--- src/rtl/rf_access_ctrl_pkg.sv ---
// rf_access_ctrl_pkg
// Shared definitions for the register-file access sequencer:
//   - FSM state encoding (state_e)
//   - default register data / index widths
//   - read-mux enable encodings driven on Mux_EN_Sel
package rf_access_ctrl_pkg;

  typedef enum logic [2:0] {
    S_IDLE     = 3'd0,
    S_RD       = 3'd1,
    S_OP_OUT   = 3'd2,
    S_WB_WAIT  = 3'd3,
    S_WB_WRITE = 3'd4,
    S_WB_HOLD  = 3'd5
  } state_e;

  localparam int DATA_W_DEF = 32;
  localparam int ADDR_W_DEF = 4;

  localparam logic [1:0] MUX_EN_BOTH = 2'b11;
  localparam logic [1:0] MUX_EN_OFF  = 2'b00;

endpackage

--- src/rtl/rf_lat_timer.sv ---
// rf_lat_timer
// Loadable 3-bit down-counter that times how long the read selects are held
// before the register-file read data is sampled.
// Ports:
//   CLK, CLR    clock, asynchronous active-low reset
//   load        load load_val (takes priority over en)
//   load_val    start count
//   en          decrement by one per cycle, saturating at zero
//   done        count has reached 1: the current cycle is the last hold cycle
module rf_lat_timer (
  input  logic       CLK,
  input  logic       CLR,
  input  logic       load,
  input  logic [2:0] load_val,
  input  logic       en,
  output logic       done
);

  logic [2:0] count;

  always_ff @(posedge CLK or negedge CLR) begin
    if (!CLR) begin
      count <= 3'd0;
    end else if (load) begin
      count <= load_val;
    end else if (en && (count != 3'd0)) begin
      count <= count - 3'd1;
    end
  end

  assign done = (count == 3'd1);

endmodule

--- src/rtl/rf_access_ctrl.sv ---
// rf_access_ctrl
// Initiator side of the 16x32 register file's read/write port. Accepts one
// request (two sources, one destination), drives the read selects, samples
// PA/PB into operands for execute, then writes the returned result through
// the file's decoder write port. Requests are fully serialized, so a read
// following a write to the same register sees the new value without bypass.
// Ports:
//   CLK, CLR                        clock, asynchronous active-low reset
//   req_valid/req_ready, req_rn/rm/rd, req_we   request from decode
//   op_valid/op_ready, op_a/op_b, op_rd, op_we  operands to execute
//   res_valid/res_ready, res_data               writeback from execute
//   SA, SB, Mux_EN_Sel, PA, PB                  register-file read port
//   DSEL, IN, Dec_EN                            register-file write port
//   busy                                        sequencer not idle
module rf_access_ctrl
  import rf_access_ctrl_pkg::*;
#(
  parameter int DATA_W = DATA_W_DEF,
  parameter int ADDR_W = ADDR_W_DEF,
  parameter int RD_LAT = 1
) (
  input  logic              CLK,
  input  logic              CLR,
  input  logic              req_valid,
  output logic              req_ready,
  input  logic [ADDR_W-1:0] req_rn,
  input  logic [ADDR_W-1:0] req_rm,
  input  logic [ADDR_W-1:0] req_rd,
  input  logic              req_we,
  output logic              op_valid,
  input  logic              op_ready,
  output logic [DATA_W-1:0] op_a,
  output logic [DATA_W-1:0] op_b,
  output logic [ADDR_W-1:0] op_rd,
  output logic              op_we,
  input  logic              res_valid,
  output logic              res_ready,
  input  logic [DATA_W-1:0] res_data,
  output logic [ADDR_W-1:0] SA,
  output logic [ADDR_W-1:0] SB,
  output logic [1:0]        Mux_EN_Sel,
  input  logic [DATA_W-1:0] PA,
  input  logic [DATA_W-1:0] PB,
  output logic [ADDR_W-1:0] DSEL,
  output logic [DATA_W-1:0] IN,
  output logic              Dec_EN,
  output logic              busy
);

  state_e state, state_nxt;
  logic   accept, op_fire, res_fire, tmr_done, capture;

  assign req_ready = (state == S_IDLE);
  assign res_ready = (state == S_WB_WAIT);
  assign busy      = (state != S_IDLE);

  assign accept   = req_valid & req_ready;
  assign op_fire  = op_valid & op_ready;
  assign res_fire = res_valid & res_ready;
  assign capture  = (state == S_RD) & tmr_done;

  rf_lat_timer u_lat_timer (
    .CLK      (CLK),
    .CLR      (CLR),
    .load     (accept),
    .load_val (3'(RD_LAT)),
    .en       (state == S_RD),
    .done     (tmr_done)
  );

  always_ff @(posedge CLK or negedge CLR) begin
    if (!CLR) begin
      state <= S_IDLE;
    end else begin
      state <= state_nxt;
    end
  end

  always_comb begin
    state_nxt = state;
    unique case (state)
      S_IDLE:     if (req_valid) state_nxt = S_RD;
      S_RD:       if (tmr_done) state_nxt = S_OP_OUT;
      S_OP_OUT:   if (op_fire) state_nxt = op_we ? S_WB_WAIT : S_IDLE;
      S_WB_WAIT:  if (res_valid) state_nxt = S_WB_WRITE;
      S_WB_WRITE: state_nxt = S_WB_HOLD;
      S_WB_HOLD:  state_nxt = S_IDLE;
      default:    state_nxt = S_IDLE;
    endcase
  end

  // Registered outputs. The OP_OUT entry cycle is a lead-in where op_a/op_b
  // are already captured but op_valid is still low; op_valid rises on the
  // following edge and only falls on a completed handshake.
  always_ff @(posedge CLK or negedge CLR) begin
    if (!CLR) begin
      SA         <= '0;
      SB         <= '0;
      Mux_EN_Sel <= MUX_EN_OFF;
      op_a       <= '0;
      op_b       <= '0;
      op_rd      <= '0;
      op_we      <= 1'b0;
      op_valid   <= 1'b0;
      DSEL       <= '0;
      IN         <= '0;
      Dec_EN     <= 1'b0;
    end else begin
      if (accept) begin
        SA         <= req_rn;
        SB         <= req_rm;
        op_rd      <= req_rd;
        op_we      <= req_we;
        Mux_EN_Sel <= MUX_EN_BOTH;
      end else if (capture) begin
        op_a       <= PA;
        op_b       <= PB;
        Mux_EN_Sel <= MUX_EN_OFF;
      end

      if (op_fire) begin
        op_valid <= 1'b0;
      end else if (state == S_OP_OUT) begin
        op_valid <= 1'b1;
      end

      // IN/DSEL keep the last written value; only a writeback moves them.
      if (res_fire) begin
        IN   <= res_data;
        DSEL <= op_rd;
      end
      Dec_EN <= res_fire;
    end
  end

endmodule

--- config.mk ---
export PLATFORM = sky130hd
export DESIGN_NAME = rf_access_ctrl
export DESIGN_NICKNAME = d
export VERILOG_FILES = /design/src/rtl/rf_access_ctrl_pkg.sv /design/src/rtl/rf_lat_timer.sv /design/src/rtl/rf_access_ctrl.sv
export SDC_FILE = /design/constraint.sdc
export NUM_CORES = 1
export LEC_CHECK = 0
export ABC_AREA = 1
export CAP_MARGIN = 20
export CORE_MARGIN = 3
export CORE_UTILIZATION = 40
export CTS_CLUSTER_DIAMETER = 150
export DETAILED_ROUTE_END_ITERATION = 8
export HOLD_SLACK_MARGIN = 0.03
export PLACE_DENSITY = 0.8
export SLEW_MARGIN = 10
export SYNTH_ARGS = -nofsm -noshare
export SYNTH_HDL_FRONTEND = slang
export SYNTH_SLANG_ARGS = --single-unit
--- constraint.sdc ---
create_clock -name CLK -period 4 [get_ports CLK]
set_input_delay 1.2 -clock CLK [delete_from_list [all_inputs] [get_ports CLK]]
set_output_delay 1.2 -clock CLK [all_outputs]
set_load 0.02 [all_outputs]
==> PnR_summary.wiki, run 1 <==
{| class="wikitable"
! Metric !! Value
|-
| CTS tree || yes
|-
| H-tree lvl count || 4
|-
| Post-layout instance area || 7950 µm²
|-
| Nets in the synthesized netlist || between 600 and 700
|-
| Final period demand of the worst path || a little over 3 ns
|-
| Largest vdd supply drop || between 400 and 500 µV
|-
| Number of antenna diodes || 0
|-
| Routed wire length per instance || ~14 µm
|-
| Pre-antenna DRT Iters || 4
|-
| Area post-placement || 7350 µm²
|-
| Final ANT Viol Nets || 0
|-
| Area delta synth->final || 59.6%
|-
| Reg-to-reg slack, setup || around 2.0 ns
|-
| X dimension of the die || approximately 120 µm
|-
| Global-route wire length before repair || between 20,000 and 25,000 µm
|-
| Clock latency at the later pin of the worst-skew pair || a little over 0.4 ns
|-
| Via count of the first global-routing pass || 4,396
|-
| Slew at the pin with the worst max-slew slack || 0.737 ns
|-
| Die height || ~120 µm
|-
| Number of pins exceeding their max-slew limit in the final report || 0
|-
| Hold path cells || 2
|-
| Run status || finished, final reports clean
|-
| Unrepaired setup endpoints after global routing || no
|-
| Total power draw || about 0.007 W
|-
| Mapped Area || approximately 5000 µm²
|-
| Startpoint types || flip-flop
|-
| Period Utilization, post-route || ~78%
|-
| Ratio of routed vias to standard cells || between 4 and 5
|-
| Synthesized netlist cell count || 541
|-
| Number of design-rule violations left by the first detailed-router iteration || 243
|-
| Accumulated negative setup slack || 0 ns
|-
| Max_cap viols || 0
|-
| Register bit total from synthesis || 122
|-
| Number of sinks handled by clock tree synthesis || roughly 120
|-
| CP arrival || about 1.9 ns
|-
| Hold endpoint || IN[12]
|-
| Pin count of the biggest net entering global routing || 66
|-
| DRC violations left || 0
|-
| Count of final setup violators || 0
|-
| Hold Crit Class || reg -> reg
|-
| Clock-pin slew on the worst setup and hold paths || roughly 0.05 ns
|-
| Warnings from Yosys || 0
|-
| Worst Hold Launch || IN[12]
|-
| Filler cell count || between 900 and 1,000
|-
| Critical path required time || about 2.8 ns
|-
| Root buf cell || clkbuf_16
|-
| Worst r2r src || state[2]
|-
| Die Footprint || 13,800 µm²
|-
| Pwr/cell area || 874 nW/µm²
|-
| Total routed wirelength || around 13,000 µm
|-
| Number of cells on the worst reg-to-reg path || 5
|-
| Leakage power figure || roughly 3.9 nW
|-
| Final hold viol count || 0
|-
| Category of the most critical setup path || reg -> out
|-
| Seq/Total Area, Yosys || about three fifths
|-
| Standard-cell row count || 40
|-
| CP Max Fanout || 7
|-
| Post-synthesis cell type count || 22
|-
| Half-perimeter wire length of the detailed placement result || between 9000 and 10,000 µm
|-
| Count of input and output buffers || approximately 230
|-
| Buffer count from post-CTS setup fixing || 0
|-
| Layout cells sized above 1 || around 7.3%
|-
| Highest clock rate || 322 MHz
|-
| Normalized max-slew margin || about half
|-
| Clock Path Buffers || 2
|-
| CTS-repair resized insts || 0
|-
| Overall via count from detail_route || ~4,300
|-
| Initial standard-cell utilization of the core || slightly above 40%
|-
| Final net count || between 800 and 900
|-
| End-of-flow core utilization || around 66%
|-
| Core Region || between 10,000 and 15,000 µm²
|-
| Initial antenna violation count || 0
|-
| Final Wtd Congestion || a little over 0.8
|-
| Overall Global Routing Usage || between 10% and 20%
|-
| CTS Hold Bufs || 0
|-
| Top-Level Pins || 234
|-
| Worst Skew || between 0.007 and 0.008 ns
|-
| Capturing point of the worst reg2reg path || op_b[11]
|-
| Residual overflow from global routing || 0
|-
| Average cell area after synthesis || roughly 9.2 µm²
|-
| Total clock buffers created by CTS || 17
|-
| Setup crit end kind || output port
|}
==> worst max-delay path by stage <==
stage	end	slack [ns]	startpoint	cells past startpoint
floorplan	req_ready	1.85	state[1]	3
global placement	req_ready	1.39	state[1]	4
detailed placement	req_ready	1.35	state[1]	4
CTS	req_ready	0.89	state[1]	4
global route	req_ready	0.80	state[1]	4
finish	req_ready	0.90	state[1]	4
==> stage by stage <==
step / setup slack (ns) / hold WS [ns] / std cells
after floorplan: 1.85 / 0.480 / 541
final: 0.896 / 0.474 / 952
after global routing: 0.801 / 0.492 / 952
after global placement: 1.39 / 0.460 / 922
after detailed placement: 1.35 / 0.465 / 922
after CTS: 0.888 / 0.479 / 952
==> cells by family (layout without fill, tap and decap cells) <==
logic type	Yosys count	after routing	synth area share [%]
flip-flops	122	122	61.3
AND/OR/NAND/NOR	234	234	18.4
AO/OA/AOI/OAI	76	76	8.81
XOR/XNOR	1	1	0.176
adder cells (fa/ha/maj)	3	3	0.753
buffers and inverters	105	348	10.6
==> area by class of cell <==
type                       count  area [µm²]  area share [%]
clock buffer                  22         484            6.09
clock inverter                 8         118            1.48
inverter                      81         305            3.84
multi-input combinational    314        1410            17.7
sequential                   122        3050            38.4
tap                          168         210            2.64
timing repair buffer         237        2370            29.8
==> Yosys cell counts <==
cell      instances  area share, %
nand2_1         215             16
dfrtp_1         122             61
inv_1            79            6.0
o21ai_1          49            4.9
buf_6            16            3.6
o21ai_2          15            2.6
o21ai_0          11            1.1
nand3_1           8           0.80
buf_2             5           0.50
nor2_1            5           0.38
ha_1              3           0.75
buf_4             2           0.30
nand2_2           2           0.25
clkbuf_1          1          0.075
clkinv_2          1           0.10
inv_2             1          0.075
nand3_2           1           0.20
nor2_2            1           0.13
nor2_4            1           0.23
nor3_2            1           0.20
o21bai_1          1           0.15
xor2_1            1           0.18
==> layout by cell type, fill, tap and decap left out, types with 2 or more instances in the layout <==
master / instances
nand3_1: 8
nor2_1: 5
clkbuf_8: 4
o21ai_2: 15
clkinv_2: 5
buf_4: 4
bufinv_16: 3
inv_1: 79
ha_1: 3
nand2_1: 215
clkbuf_16: 17
clkdlybuf4s50_1: 232
nand2_2: 2
o21ai_0: 11
dfrtp_1: 122
o21ai_1: 49
==> worst max-delay path: stages, from the launching register on <==
cell             delay [ns]
dfrtp_1                0.46
nor2_1                 0.22
nand2_2                0.12
inv_1                  0.10
clkdlybuf4s50_1        0.60
==> power by group <==
part	switching [W]	leakage, nW	total [W]	internal [W]
Sequential	0.000340	1.51	0.00217	0.00183
Clock	0.000509	0.298	0.00154	0.00103
Combinational	0.00178	2.13	0.00323	0.00145
==> state kept, by name (all words and copies together) (netlist names) <==
register	cells
Dec_EN	1
SB	4
u_lat_timer.count	3
op_valid	1
op_b	32
op_we	1
Mux_EN_Sel	1
SA	4
op_rd	4
op_a	32
state	3
DSEL	4
IN	32
==> routing by layer <==
layer / up-vias / global-route usage, % / routed length, µm / share of wire, %
met1: 1976 / 22.0 / 5240 / 39
met4: 0 / 7.91 / 263 / 2.0
met3: 24 / 6.54 / 991 / 7.4
met2: 168 / 34.6 / 6840 / 51
met5: - / 0 / 0 / 0
li1: 2097 / - / - / -
No activity file was read; power rests on OpenSTA's default activity.
==> run 2, diff against run 1 <==
==> constraint.sdc (replaced) <==
create_clock -name CLK -period 2.9 [get_ports CLK]
set_input_delay 0.87 -clock CLK [delete_from_list [all_inputs] [get_ports CLK]]
set_output_delay 0.87 -clock CLK [all_outputs]
set_load 0.02 [all_outputs]
==> run 2 against run 1 <==
Global-route usage is 0.17 points lower; largest power group unchanged; cell area rose by 1.3%; register-to-register slack got worse by 1.0 ns; total power increased by 41%; cell count up 0.53%.
==> PnR_summary.wiki, run 2 (synthesized netlist as in run 1, its figures left out) <==
{| class="wikitable"
! Metric !! Value
|-
| Core Region || 12,100 µm² (unchanged)
|-
| Clock Path Buffers || 2 (unchanged)
|-
| Number of sinks handled by clock tree synthesis || 122 (unchanged)
|-
| Pwr/cell area || 1220 nW/µm² (+39%)
|-
| Total routed wirelength || 13,200 µm (-1.3%)
|-
| Filler cell count || 985 (-0.91%)
|-
| Initial standard-cell utilization of the core || 41.1% (unchanged)
|-
| CTS tree || yes
|-
| Routed wire length per instance || 13.8 µm (-1.8%)
|-
| End-of-flow core utilization || 66.5% (+0.88 points)
|-
| Normalized max-slew margin || 61.4% (+11 points)
|-
| Setup crit end kind || output port
|-
| Number of design-rule violations left by the first detailed-router iteration || 302 (+24%)
|-
| Max_cap viols || 0 (unchanged)
|-
| Final hold viol count || 0 (unchanged)
|-
| Number of pins exceeding their max-slew limit in the final report || 0 (unchanged)
|-
| CP arrival || 1.87 ns (-0.03 ns)
|-
| Worst Skew || 0.00989 ns (+0.00215 ns)
|-
| Worst r2r src || state[2]
|-
| Final period demand of the worst path || 2.74 ns
|-
| Run status || finished, final reports clean
|-
| Commonest non-fill, non-tap cell in the layout || clkdlybuf4s50_1
|-
| Accumulated negative setup slack || 0 ns (unchanged)
|-
| Unrepaired setup endpoints after global routing || no
|-
| Overall Global Routing Usage || 19.5% (-0.17 points)
|-
| Area delta synth->final || 61.7%
|-
| Final Wtd Congestion || 0.794 (-3.9%)
|-
| Worst slack on hold paths || 0.462 ns (-0.0120 ns)
|-
| Regs by FF count || IN: 32 flops, op_a: 32 flops, op_b: 32 flops
|-
| Ratio of routed vias to standard cells || 4.42 (-1.3%)
|-
| CTS Hold Bufs || 0 (unchanged)
|-
| Capturing point of the worst reg2reg path || op_a[31]
|-
| Clock latency at the later pin of the worst-skew pair || 0.40 ns (about the same)
|-
| Count of final setup violators || 0 (unchanged)
|-
| Residual overflow from global routing || 0 (unchanged)
|-
| CP Max Fanout || 7 (unchanged)
|-
| Highest clock rate || 366 MHz
|-
| Period Utilization, post-route || 94.3%
|-
| Final net count || 893 (+0.34%)
|-
| Reg-to-reg slack, setup || 1.00 ns (-1.00 ns)
|-
| Number of antenna diodes || 0 (unchanged)
|-
| Root buf cell || clkbuf_16
|-
| Startpoint types || flip-flop
|-
| Placed instance count || 925 (+0.33%)
|-
| Leakage power figure || 3.99 nW (+1.1%)
|-
| DRC violations left || 0 (unchanged)
|-
| Total clock buffers created by CTS || 17 (unchanged)
|-
| Overall via count from detail_route || 4,232 (-0.77%)
|-
| Initial antenna violation count || 0 (unchanged)
|-
| Pin count of the biggest net entering global routing || 89 (+35%)
|-
| Global-route wire length before repair || 22,000 µm (+0.15%)
|-
| Buffer count from post-CTS setup fixing || 0 (unchanged)
|-
| X dimension of the die || 118 µm (unchanged)
|-
| Hold Crit Class || in -> async
|-
| Clock-pin slew on the worst setup and hold paths || 0.06 ns (about the same)
|-
| Top-Level Pins || 234 (unchanged)
|-
| Fin cells || 957 (+0.53%)
|-
| CTS-repair resized insts || 0 (unchanged)
|-
| Count of input and output buffers || 233 (unchanged)
|-
| Via count of the first global-routing pass || 4,396 (unchanged)
|-
| Standard-cell row count || 40 (unchanged)
|-
| Slew at the pin with the worst max-slew slack || 0.579 ns (-0.159 ns)
|-
| Category of the most critical setup path || reg -> out
|-
| Number of cells on the worst reg-to-reg path || 5 (unchanged)
|-
| Half-perimeter wire length of the detailed placement result || 9660 µm (-0.32%)
|-
| Critical path required time || 2.03 ns (-0.77 ns)
|-
| Final ANT Viol Nets || 0 (unchanged)
|-
| Most frequent cells in the layout || 232 x clkdlybuf4s50_1, 215 x nand2_1, 122 x dfrtp_1
|-
| Largest vdd supply drop || 829 µV (+69%)
|-
| Die Footprint || 13,800 µm² (unchanged)
|-
| Layout cells sized above 1 || 7.86% (+0.59 points)
|-
| Die height || 118 µm (unchanged)
|-
| Pre-antenna DRT Iters || 4 (unchanged)
|-
| H-tree lvl count || 4 (unchanged)
|}
[run 2: cell types whose count changed in the layout (fill, tap and decap cells not counted), moves of 2 or more]
cell	change
clkinv_2	-3
buf_4	+2
clkbuf_8	-4
bufinv_16	+3
clkinv_4	+4
[run 2: metrics by stage]
stage	cell area (µm²)	setup WS, ns	total power (W)
final	8060	0.165	0.00981
after global routing	8060	0.0367	0.0104
after CTS	8060	0.151	0.00992
after detailed placement	7380	0.598	0.00747
after global placement	7380	0.609	0.00733
after floorplan	4980	1.08	0.00543
[run 2: worst max path at each step]
stage           endpoint  slack (ns)      from
5_1_grt        req_ready        0.04  state[1]
4_1_cts        req_ready        0.15  state[1]
6_report       req_ready        0.16  state[1]
3_5_place_dp   req_ready        0.60  state[1]
2_1_floorplan  req_ready        1.08  state[1]
3_3_place_gp   req_ready        0.61  state[1]
[run 2: critical path: stages (launching register included)]
cell and delay [ns]:
dfrtp_1 0.45, nor2_1 0.21, nand2_2 0.11, inv_1 0.09, clkdlybuf4s50_1 0.60
[run 2: report_power, final]
group | leakage (nW) | switching [W] | internal (W) | total, W
Combinational | 2.16 | 0.00242 | 0.00202 | 0.00444
Sequential | 1.51 | 0.000466 | 0.00252 | 0.00299
Clock | 0.321 | 0.000769 | 0.00162 | 0.00239
Total | 3.99 | 0.00366 | 0.00616 | 0.00981
[run 2: layout make-up]
| type | count | area, µm² | area share, % |
|---|---|---|---|
| Sequential cell | 122 | 3050 | 37.9 |
| Timing Repair Buffer | 240 | 2410 | 29.9 |
| Multi-Input combinational cell | 314 | 1410 | 17.5 |
| Clock buffer | 18 | 429 | 5.33 |
| Inverter | 81 | 305 | 3.79 |
| Clock inverter | 14 | 244 | 3.03 |
| Tap cell | 168 | 210 | 2.61 |
[run 2: per-layer routing]
layer | vias to the layer above | global-route usage [%] | routed length, µm
li1 | 2107 | - | -
met1 | 1951 | 23.2 | 5460
met2 | 158 | 33.1 | 6600
met3 | 16 | 6.68 | 878
met4 | 0 | 6.81 | 223
met5 | - | 0 | 0
==> run 3, diff against run 2 <==
--- a/config.mk
+++ b/config.mk
@@ -7,13 +7,13 @@
 export LEC_CHECK = 0
 export ABC_AREA = 1
 export CAP_MARGIN = 20
+export CORE_ASPECT_RATIO = 1.1
 export CORE_MARGIN = 3
 export CORE_UTILIZATION = 40
 export CTS_CLUSTER_DIAMETER = 150
 export DETAILED_ROUTE_END_ITERATION = 8
-export HOLD_SLACK_MARGIN = 0.03
 export PLACE_DENSITY = 0.8
-export SLEW_MARGIN = 10
+export SLEW_MARGIN = 20
 export SYNTH_ARGS = -nofsm -noshare
 export SYNTH_HDL_FRONTEND = slang
 export SYNTH_SLANG_ARGS = --single-unit
==> run 3 against run 2 <==
Via count fell by 1.4%; largest cell class unchanged; clock power shrank 22%; highest routed layer unchanged; sequential power about the same; routed wire length shrank 1.4%; clock-buffer cell count increased by 2; global-route usage is 0.63 points lower; largest power group unchanged; total power decreased by 5.2%.
==> PnR_summary.wiki, run 3 (synthesized netlist as in run 1, its figures left out) <==
{| class="wikitable"
! Metric !! Value
|-
| Run status || finished, final reports clean
|-
| Met3 routed wirelength || 758 µm (-14%)
|-
| Placed instance count || 909 (-1.7%)
|-
| Pin count of the biggest net entering global routing || 130 (+46%)
|-
| Die height || 123 µm (+4.6%)
|-
| Residual overflow from global routing || 0 (unchanged)
|-
| CP Max Fanout || 7 (unchanged)
|-
| Core Region || 12,100 µm² (-0.21%)
|-
| Final period demand of the worst path || 2.76 ns (+0.0227 ns)
|-
| CP arrival || 1.89 ns (+0.02 ns)
|-
| Total clock buffers created by CTS || 17 (unchanged)
|-
| Setup crit end kind || output port
|-
| Via count of the first global-routing pass || 4,167 (-5.2%)
|-
| Overall Global Routing Usage || 18.9% (-0.63 points)
|-
| Highest clock rate || 363 MHz (-0.82%)
|-
| Clock Path Buffers || 2 (unchanged)
|-
| Worst slack on hold paths || 0.398 ns (-0.0645 ns)
|-
| Count of final setup violators || 0 (unchanged)
|-
| Number of antenna diodes || 0 (unchanged)
|-
| Hold Crit Class || in -> async
|-
| Critical path required time || 2.03 ns (about the same)
|-
| Clock-pin slew on the worst setup and hold paths || 0.06 ns (about the same)
|-
| End-of-flow core utilization || 65.3% (-1.2 points)
|-
| Area post-placement || 7350 µm² (-0.44%)
|-
| Final ANT Viol Nets || 0 (unchanged)
|-
| Pwr/cell area || 1180 nW/µm² (-3.2%)
|-
| Multi-input logic area || 1410 µm² (unchanged)
|-
| Largest vdd supply drop || 695 µV (-16%)
|-
| Period Utilization, post-route || 95.1% (+0.78 points)
|-
| Global-route wire length before repair || 20,900 µm (-4.9%)
|-
| Worst Skew || 0.00847 ns (-0.00142 ns)
|-
| Root buf cell || clkbuf_16
|-
| Total routed wirelength || 13,000 µm (-1.4%)
|-
| Area delta synth->final || 58.4%
|-
| Clock latency at the later pin of the worst-skew pair || 0.40 ns (about the same)
|-
| Buffer count from post-CTS setup fixing || 0 (unchanged)
|-
| X dimension of the die || 112 µm (-4.4%)
|-
| DRC violations left || 0 (unchanged)
|-
| Uppermost signal routing layer after detailed routing || met4
|-
| Accumulated negative setup slack || 0 ns (unchanged)
|-
| Initial antenna violation count || 0 (unchanged)
|-
| Category of the most critical setup path || reg -> out
|-
| Detailed-routed wire length on met2 || 6810 µm (+3.2%)
|-
| Unrepaired setup endpoints after global routing || no
|-
| Most frequent cells in the layout || 232 x clkdlybuf4s50_1, 215 x nand2_1, 122 x dfrtp_1
|-
| Pre-antenna DRT Iters || 5 (+1)
|-
| Number of sinks handled by clock tree synthesis || 122 (unchanged)
|-
| Fin cells || 940 (-1.8%)
|-
| Post-Route M1 WL || 5200 µm (-4.8%)
|-
| Layout cells sized above 1 || 7.63% (-0.22 points)
|-
| CTS Hold Bufs || 0 (unchanged)
|-
| Half-perimeter wire length of the detailed placement result || 9760 µm (+1.0%)
|-
| Commonest non-fill, non-tap cell in the layout || clkdlybuf4s50_1
|-
| Startpoint types || flip-flop
|-
| Ratio of routed vias to standard cells || 4.44 (+0.37%)
|-
| Standard-cell row count || 42 (+5.0%)
|-
| Final Wtd Congestion || 0.810 (+2.0%)
|-
| Count of input and output buffers || 233 (unchanged)
|-
| Routed wire length per instance || 13.8 µm (+0.43%)
|-
| Number of design-rule violations left by the first detailed-router iteration || 221 (-27%)
|-
| Leakage power figure || 3.91 nW (-2.0%)
|-
| Max_cap viols || 0 (unchanged)
|-
| Regs by FF count || IN: 32 flops, op_a: 32 flops, op_b: 32 flops
|-
| Normalized max-slew margin || 64.2% (+2.8 points)
|-
| Seq. cell area || 3050 µm² (unchanged)
|-
| CTS-repair resized insts || 0 (unchanged)
|-
| Number of pins exceeding their max-slew limit in the final report || 0 (unchanged)
|-
| H-tree lvl count || 4 (unchanged)
|-
| Post-layout instance area || 7890 µm² (-2.0%)
|-
| CTS tree || yes
|-
| Final net count || 891 (-0.22%)
|-
| Top-Level Pins || 234 (unchanged)
|-
| Filler cell count || 978 (-0.71%)
|-
| Final hold viol count || 0 (unchanged)
|-
| Overall via count from detail_route || 4,172 (-1.4%)
|-
| Die Footprint || 13,800 µm² (about the same)
|-
| Slew at the pin with the worst max-slew slack || 0.537 ns (-0.0420 ns)
|-
| Initial standard-cell utilization of the core || 41.2% (+0.085 points)
|}
-- run 3: worst paths after layout --
kind	slack [ns]	depth (start not counted)	from	to
setup / recovery	0.14	4	state[1]	req_ready
hold / removal	0.40	1	CLR	op_b[25]
setup reg to reg	1.30	5	state[2]	op_a[6]
hold reg to reg	0.48	2	SA[0]	SA[0]
max in group asynchronous	1.73	2	CLR	op_a[20]
min in group CLK	0.48	2	SA[0]	SA[0]
-- run 3: layout make-up --
class / count / area share [%]
Sequential cell: 122 / 38.7
Timing Repair Buffer: 238 / 30.3
Multi-Input combinational cell: 314 / 17.9
Clock buffer: 20 / 5.91
Inverter: 81 / 3.87
Tap cell: 154 / 2.44
Clock inverter: 11 / 0.935
-- run 3: per-layer routing --
| metal | vias up | GRT usage (%) |
|---|---|---|
| met1 | 1906 | 22.3 |
| met4 | 0 | 5.79 |
| met2 | 146 | 33.9 |
| li1 | 2101 | - |
| met5 | - | 0 |
| met3 | 19 | 5.09 |
-- run 3: through the flow --
| stage | total power [W] | setup WS (ns) |
|---|---|---|
| final | 0.00930 | 0.142 |
| after detailed placement | 0.00750 | 0.575 |
| after global routing | 0.00990 | 0.0255 |
| after floorplan | 0.00543 | 1.08 |
| after CTS | 0.00941 | 0.127 |
| after global placement | 0.00733 | 0.614 |
-- run 3: where the power goes --
part	internal (W)	switching, W	leakage, nW	total, W
logic	0.00202	0.00243	2.15	0.00445
registers	0.00252	0.000464	1.51	0.00299
clock network	0.00115	0.000720	0.252	0.00187
total	0.00569	0.00361	3.91	0.00930
-- run 3: worst max-delay path, stage by stage (launching register included) --
cell	delay, ns
dfrtp_1	0.46
nor2_1	0.22
nand2_2	0.12
inv_1	0.10
clkdlybuf4s50_1	0.60
